`src/rtl/muldiv_pkg.sv`:
```
// -----------------------------------------------------------------------------
// muldiv_pkg
// Shared constants for the RV32M iterative multiply/divide unit:
//   - 2-bit FSM state encodings (legacy-compatible localparams)
//   - operation select and operand signedness encodings
//   - word widths used by the datapath
// -----------------------------------------------------------------------------
package muldiv_pkg;

   localparam int XLEN    = 32;
   localparam int DXLEN   = 64;

   // FSM states
   localparam logic [1:0] MD_IDLE = 2'd0;
   localparam logic [1:0] MD_CALC = 2'd1;
   localparam logic [1:0] MD_FIX  = 2'd2;
   localparam logic [1:0] MD_DONE = 2'd3;

   // Operation select on mul_or_div_i
   localparam logic OP_MUL = 1'b0;
   localparam logic OP_DIV = 1'b1;

   // Operand signedness flags
   localparam logic OPND_SIGNED   = 1'b0;
   localparam logic OPND_UNSIGNED = 1'b1;

   localparam logic [XLEN-1:0] ZERO_WORD = '0;

endpackage

```
`src/rtl/muldiv.sv`:
```
// -----------------------------------------------------------------------------
// muldiv
// Iterative multiply/divide responder for the EX stage (RV32M).
// EX holds start_i high with operands; 34 cycles after the accept cycle the
// unit pulses done_o for one cycle with a 64-bit result:
//   multiply -> {hi, lo} product, divide -> {quotient, remainder}.
// Ports:
//   clk                       system clock
//   rst                       synchronous reset, active-low
//   start_i                   level request, held until done_o
//   mul_or_div_i              0 = multiply, 1 = divide
//   dividend_i                multiplicand / dividend (reg1)
//   divisor_i                 multiplier / divisor (reg2)
//   reg1_signed0_unsigned1_i  signedness of dividend_i (0 signed, 1 unsigned)
//   reg2_signed0_unsigned1_i  signedness of divisor_i  (0 signed, 1 unsigned)
//   result_o                  registered result, valid while done_o = 1
//   done_o                    one-cycle completion pulse
//   busy_o                    high whenever the unit is not idle
// -----------------------------------------------------------------------------
module muldiv
   import muldiv_pkg::*;
(
   input  logic              clk,
   input  logic              rst,
   input  logic              start_i,
   input  logic              mul_or_div_i,
   input  logic [XLEN-1:0]   dividend_i,
   input  logic [XLEN-1:0]   divisor_i,
   input  logic              reg1_signed0_unsigned1_i,
   input  logic              reg2_signed0_unsigned1_i,
   output logic [DXLEN-1:0]  result_o,
   output logic              done_o,
   output logic              busy_o
);

   function automatic logic [XLEN-1:0] neg32(input logic [XLEN-1:0] v);
      return ~v + 32'd1;
   endfunction

   function automatic logic [DXLEN-1:0] neg64(input logic [DXLEN-1:0] v);
      return ~v + 64'd1;
   endfunction

   logic [1:0]       state, state_nxt;
   logic [4:0]       cnt;
   logic             op_div;
   logic             neg_hi;     // product sign (MUL) or quotient sign (DIV)
   logic             neg_r;
   logic             div_zero;
   logic             div_ovf;
   logic [XLEN-1:0]  orig_a;     // raw dividend, returned as remainder on /0
   logic [DXLEN-1:0] mcand;      // |a| shifted left one place per step
   logic [DXLEN-1:0] acc;
   logic [XLEN-1:0]  op_b;       // multiplier (shifts right) or divisor (static)
   logic [XLEN-1:0]  dvd_q;      // dividend bits shift out, quotient bits shift in
   logic [XLEN-1:0]  rem;

   logic             neg_a, neg_b;
   logic [XLEN-1:0]  abs_a, abs_b;
   logic [XLEN:0]    rem_sh;
   logic             q_bit;

   assign neg_a = (reg1_signed0_unsigned1_i == OPND_SIGNED) && dividend_i[XLEN-1];
   assign neg_b = (reg2_signed0_unsigned1_i == OPND_SIGNED) && divisor_i[XLEN-1];
   assign abs_a = neg_a ? neg32(dividend_i) : dividend_i;
   assign abs_b = neg_b ? neg32(divisor_i)  : divisor_i;

   // Restoring step: bring down the next dividend bit, subtract if it fits.
   assign rem_sh = {rem, dvd_q[XLEN-1]};
   assign q_bit  = (rem_sh >= {1'b0, op_b});

   assign done_o = (state == MD_DONE);
   assign busy_o = (state != MD_IDLE);

   always_comb begin
      state_nxt = state;
      case (state)
         MD_IDLE: if (start_i) state_nxt = MD_CALC;
         MD_CALC: begin
            if (!start_i)        state_nxt = MD_IDLE;
            else if (cnt == 5'd31) state_nxt = MD_FIX;
         end
         MD_FIX:  state_nxt = start_i ? MD_DONE : MD_IDLE;
         MD_DONE: state_nxt = MD_IDLE;
         default: state_nxt = MD_IDLE;
      endcase
   end

   always_ff @(posedge clk) begin
      if (!rst) begin
         state    <= MD_IDLE;
         result_o <= '0;
         cnt      <= '0;
      end else begin
         state <= state_nxt;
         case (state)
            // accept: capture magnitudes, result signs and special cases
            MD_IDLE: begin
               if (start_i) begin
                  op_div   <= (mul_or_div_i == OP_DIV);
                  neg_hi   <= neg_a ^ neg_b;
                  neg_r    <= neg_a;
                  div_zero <= (divisor_i == ZERO_WORD);
                  div_ovf  <= (reg1_signed0_unsigned1_i == OPND_SIGNED) &&
                              (reg2_signed0_unsigned1_i == OPND_SIGNED) &&
                              (dividend_i == 32'h8000_0000) &&
                              (divisor_i  == 32'hFFFF_FFFF);
                  orig_a   <= dividend_i;
                  mcand    <= {ZERO_WORD, abs_a};
                  acc      <= '0;
                  op_b     <= abs_b;
                  dvd_q    <= abs_a;
                  rem      <= '0;
                  cnt      <= '0;
                  result_o <= '0;
               end
            end
            // iterate: one multiplier bit (LSB first) or one quotient bit (MSB first)
            MD_CALC: begin
               if (start_i) begin
                  cnt <= cnt + 5'd1;
                  if (op_div) begin
                     rem   <= q_bit ? (rem_sh[XLEN-1:0] - op_b) : rem_sh[XLEN-1:0];
                     dvd_q <= {dvd_q[XLEN-2:0], q_bit};
                  end else begin
                     acc   <= acc + (op_b[0] ? mcand : 64'd0);
                     mcand <= mcand << 1;
                     op_b  <= op_b >> 1;
                  end
               end
            end
            // sign fix-up and RISC-V special cases
            MD_FIX: begin
               if (start_i) begin
                  if (!op_div)
                     result_o <= neg_hi ? neg64(acc) : acc;
                  else if (div_zero)
                     result_o <= {32'hFFFF_FFFF, orig_a};
                  else if (div_ovf)
                     result_o <= {32'h8000_0000, ZERO_WORD};
                  else
                     result_o <= {neg_hi ? neg32(dvd_q) : dvd_q,
                                  neg_r  ? neg32(rem)   : rem};
               end
            end
            default: ;
         endcase
      end
   end

endmodule

```
`config.mk`:
```
export PLATFORM = sky130hd
export DESIGN_NAME = muldiv
export DESIGN_NICKNAME = d
export VERILOG_FILES = /design/src/rtl/muldiv_pkg.sv /design/src/rtl/muldiv.sv
export SDC_FILE = /design/constraint.sdc
export NUM_CORES = 1
export LEC_CHECK = 0
export BUFFER_PORTS_ARGS = -buffer_cell sky130_fd_sc_hd__buf_4
export CORE_ASPECT_RATIO = 0.5
export CORE_MARGIN = 5
export CORE_UTILIZATION = 35
export DETAILED_ROUTE_END_ITERATION = 7
export GPL_TIMING_DRIVEN = 0
export PLACE_DENSITY = 0.63
export SLEW_MARGIN = 20
export SYNTH_ARGS = -nofsm -noshare
export SYNTH_HDL_FRONTEND = slang
export SYNTH_SLANG_ARGS = --single-unit
export TNS_END_PERCENT = 1
```
`constraint.sdc`:
```
create_clock -name clk -period 22.4 [get_ports clk]
set_clock_uncertainty 0.2 [all_clocks]
set_input_delay 2.24 -clock clk [delete_from_list [all_inputs] [get_ports clk]]
set_output_delay 2.24 -clock clk [all_outputs]
set_load 0.005 [all_outputs]
```
# Word-level counts from Yosys, hierarchy flattened

Index checks and enable logic that the tools add are counted.

Register bits: 332
Output and inout bits: 66
Logic and storage cells: 99

Add/sub/neg operators: 8
Order comparisons: 1
Equal/unequal tests: 12
Multiplexer cells: 40
Bitwise logic cells: 8
Reduce and logical (&&, ||, !) cells: 16

Operators with widths:

| operator              | count |
|---|---|
| $mux 64               | 12 |
| $mux 32               | 14 |
| $pmux 64 s2           | 3 |
| $pmux 32 s2           | 3 |
| $add 32x1->32 const B | 4 |
| $not 32->32           | 4 |
| $add 64x1->64 const B | 1 |
| $add 64x64->64        | 1 |
| $eq 32x32->1 const B  | 2 |
| $not 64->64           | 1 |
| $ge 33x32->1          | 1 |
| $logic_not 32->1      | 1 |
| $sub 32x32->32        | 1 |
| $mux 5                | 2 |
| $ne 2x2->1 const B    | 5 |
| $pmux 5 s2            | 1 |
| $reduce_and 5->1      | 2 |
| $reduce_and 3->1      | 3 |
| $mux 2                | 4 |
| $pmux 2 s4            | 1 |
| $reduce_bool 2->1     | 3 |
| $add 5x1->5 const B   | 1 |
| $eq 5x5->1 const B    | 1 |
| $logic_and 1x1->1     | 5 |
| other kinds (7)       | 9 |

# Longest topological paths before layout

Depth after elaboration: 8
Mapped depth: 14
Gate-level depth less buffers: 12

# Worst setup path after synthesis

Ideal clock, no wire load.

Path kind: input port to flip-flop
Start point: input start_i
End point: register acc[0] (enable)
Arrival time: 10348 ps
Path slack: 11119 ps
Stages: 3
Buffers on the path: 0
Cells stage by stage: nor2b_1 > nand2_1 > a21oi_1

Cells in the longest elaborated chain, start to end: 2
Elaborated cells on any way between the ends: 3

RTL lines:

| item                                  | line          | text |
|---|---|---|
| from (decl)                           | muldiv.sv:25  | `input logic start_i,` |
| $ne 2x2->1 (no source line)           | --            |  |
| $reduce_and 5->1 (no source line) (*) | --            |  |
| to (signal assigned)                  | muldiv.sv:126 | `acc <= acc + (op_b[0] ? mcand : 64'd0);` |
| to (decl)                             | muldiv.sv:53  | `logic [DXLEN-1:0] acc;` |

Every way passes the cells marked *; elsewhere a longest branch is shown, timed or not.
A chain may end at the register's enable or synchronous reset.

# Worst setup path after layout

Start point: register op_b[0]
End point: register acc[62] (data pin)

Cells in the longest elaborated chain, start to end: 5

RTL lines:

| item                   | line          | text |
|---|---|---|
| from (decl)            | muldiv.sv:54  | `logic [XLEN-1:0] op_b;` |
| from (signal assigned) | muldiv.sv:111 | `op_b <= abs_b;` |
| from (signal assigned) | muldiv.sv:128 | `op_b <= op_b >> 1;` |
| $mux 64                | muldiv.sv:126 |  |
| $add 64x64->64         | muldiv.sv:126 |  |
| $mux 64                | muldiv.sv:122 | `if (op_div) begin` |
| $mux 64                | muldiv.sv:120 | `if (start_i) begin` |
| $pmux 64 s2            | muldiv.sv:96  | `case (state)` |

Every way passes these cells. The select of a mux whose other input is x is not followed.

==> flow_summary.ini <==
[yosys]
yosys.area_share.simple_pct = 18.5
synth_edf_count = 261
synthFlopType = edfxtp_1
yosysMostFrequentCell = nand2_1
yosysTopAreaCell = edfxtp_1
synth_xor_area_share_pct = 9.32
ys_warn_count = 0
synth.distinct_cells = 74
syn_area_sq_um = 23200
synth.area.top_cells = edfxtp_1 34%, dfxtp_1 6.1%, ha_1 5.6%
synth_seq_cells = 332
synth_top_cells_by_count = 286 x nand2_1, 261 x edfxtp_1, 190 x o21ai_0
syn_avg_cell_area_sq_um = 8.96
synth_top_area_share_pct = 33.8
synth_top_family_by_area = compound AO/OA/AOI/OAI gates
synth_adder_area_share_pct = 5.72
synth_cells = 2591
synth_fp_nets = 2766
synthMuxAreaShare_pct = 1.03
ys_seq_area_share_pct = 39.9
async_flop_share_pct = 0
synth_compound_area_share_pct = 21.8

[route]
wl_per_cell_um = 22.3
post-route-drc-count = 0
via_count = 21000
wirelength_um = 82400
dr.pass1.iters = 6
drtIter0Drc = 2355
antenna_left = 0
viasPerCell = 5.69

[cts]
htreeDepth = 2
cts_setup_buffers = 0
numCtsBuffers = 38
cts_max_path_buffers = 3
insertion_delay_ns = 0.57
clk_pin_slew_worst_paths_ns = 0.06
clock-root-buffer = clkbuf_16
cts_resized = 0
numClockSinks = 332
cts_tree = done
cts_hold_buffers = 0

[floorplan]
fp.coreArea_sq_um = 65300
fp.dieArea_sq_um = 71900
boundaryPins = 136
die_y_um = 192
initial_core_util_pct = 35.5
num_rows = 66
fp.dieW_um = 374

[cells_and_area]
final_cells = 3694
ff_latch_area_sq_um = 9260
areaGrowthSynthToFinish_pct = 16.4
nFillCells = 6456
drive_gt1_share_pct = 8.76
multi_input_area_sq_um = 13100
nNetsFinal = 2954

[run_status]
status = finished, final reports clean

[global_routing]
grt_max_degree = 25
overflow = 0
antenna_found_initial = 3
grt_pass1_vias = 19500
grt_pass1_wl_um = 122000
grt_usage_pct = 22.1

[timing]
worst_pin_slew_ns = 1.18
tns_ns = 0
period_needed_ns = 5.87
grt_setup_unrepaired = false
finalCritPeriodShare_pct = 26.2
holdWs_ns = 0.239
final-hold-violation-count = 0
fin_ws_ns = 16.53
finalSetupViolCount = 0
fmax_mhz = 170
drv_slew = 0
relSlewSlack_pct = 19.1

[power]
leakagePower_nw = 10.1
power_density_nw_per_um2 = 63.1
ir_worst_vdd_v = 0.0000445

[setup_path]
cp_data_arrival_time_ns = 5.99
critPathLaunchType = register
r2r_slack_ns = 16.53
cp.required_ns = 22.52
worstSetupEndpointType = register
critPathKind = register to register
path_max_fanout = 10

[placed_design]
dp.cells = 3623
gp_congestion = 0.995
io_buffers = 135
dp_hpwl_um = 64700
dp_slack_ns = 16.63

[run]
maxCapViolCount = 0

[min_path]
holdCritPathClass = register to register
[layout make-up]
type | instances | area share, %
multi-input combinational | 2030 | 48.6
sequential | 332 | 34.3
timing repair buffer | 148 | 5.07
clock buffer | 53 | 4.26
tap | 884 | 4.09
buffer | 147 | 2.06
inverter | 82 | 1.14
clock inverter | 17 | 0.555
antenna | 1 | 0.00926
[per-stage QoR]
step | power [mW] | utilization [%] | instance area [sq um]
after floorplan | 0.933 | - | 23200
after global placement | 1.04 | 38.8 | 25300
after detailed placement | 1.04 | 39.4 | 25700
after CTS | 1.71 | 41.4 | 27000
after global routing | 1.77 | 41.4 | 27000
final | 1.71 | 41.4 | 27000
[placed cells by master, fill, tap and decap left out, types with 36 or more instances in the layout]
master     count
nand3_1       49
o21ai_0      190
and2_1       109
nand2_1      286
o21a_1        72
o31ai_1       60
nand4_1       37
buf_4        135
clkbuf_1     131
ha_1         103
edfxtp_1     261
nor2_1       169
nor3_1        48
dfxtp_1       71
a21o_1        58
a21oi_1      169
xor2_1       102
inv_1         82
clkbuf_16     42
o211ai_1      36
xnor2_1      145
[sequential cells by signal (all words and copies together), names as in the netlist, 2 cells and up]
name,flops
state,2
mcand,64
orig_a,32
cnt,5
acc,64
dvd_q,32
rem,32
op_b,32
result_o,64
[cell families (layout without fill, tap and decap cells)]
family          count (synthesis)  count (layout)
other cells                     0               1
flops                         332             332
fa+ha+maj                     105             105
buf+inv                       229             447
mux                            24              24
simple gates                  874             874
xor+xnor                      247             247
compound gates                780             780
[power breakdown]
group          internal (mW)  switching, mW
Sequential             0.697         0.0256
Clock                  0.385          0.283
Combinational          0.118          0.199
[worst max-delay path, cell delays in order (launching register included)]
cell and delay, ns:
edfxtp_1 0.39, clkbuf_1 0.84, clkbuf_1 0.47, and2_1 0.30, ha_1 0.25, fa_1 0.28, a21o_1 0.17, a221o_1 0.27
o2bb2ai_1 0.17, a311oi_1 0.66, o21ai_0 0.47, a21oi_1 0.54, a21oi_1 0.18, mux2i_1 0.16, a211o_1 0.27
[final timing paths]
check	from	end	cells past startpoint
setup reg to reg	op_b[0]	acc[62]	14
hold / removal	result_o[43]	result_o[43]	2
setup / recovery	op_b[0]	acc[62]	14
hold reg to reg	result_o[43]	result_o[43]	2
[routing by layer]
metal  vias to the layer above  global-route usage (%)  part of all wire, %
met5                         -                       0                    0
met4                         0                    6.66                  3.0
met3                       119                    3.50                  8.6
met2                       960                    33.8                   42
met1                     10100                    32.3                   46
li1                       9885                       -                    -
Power figures use the tool's default switching activity.
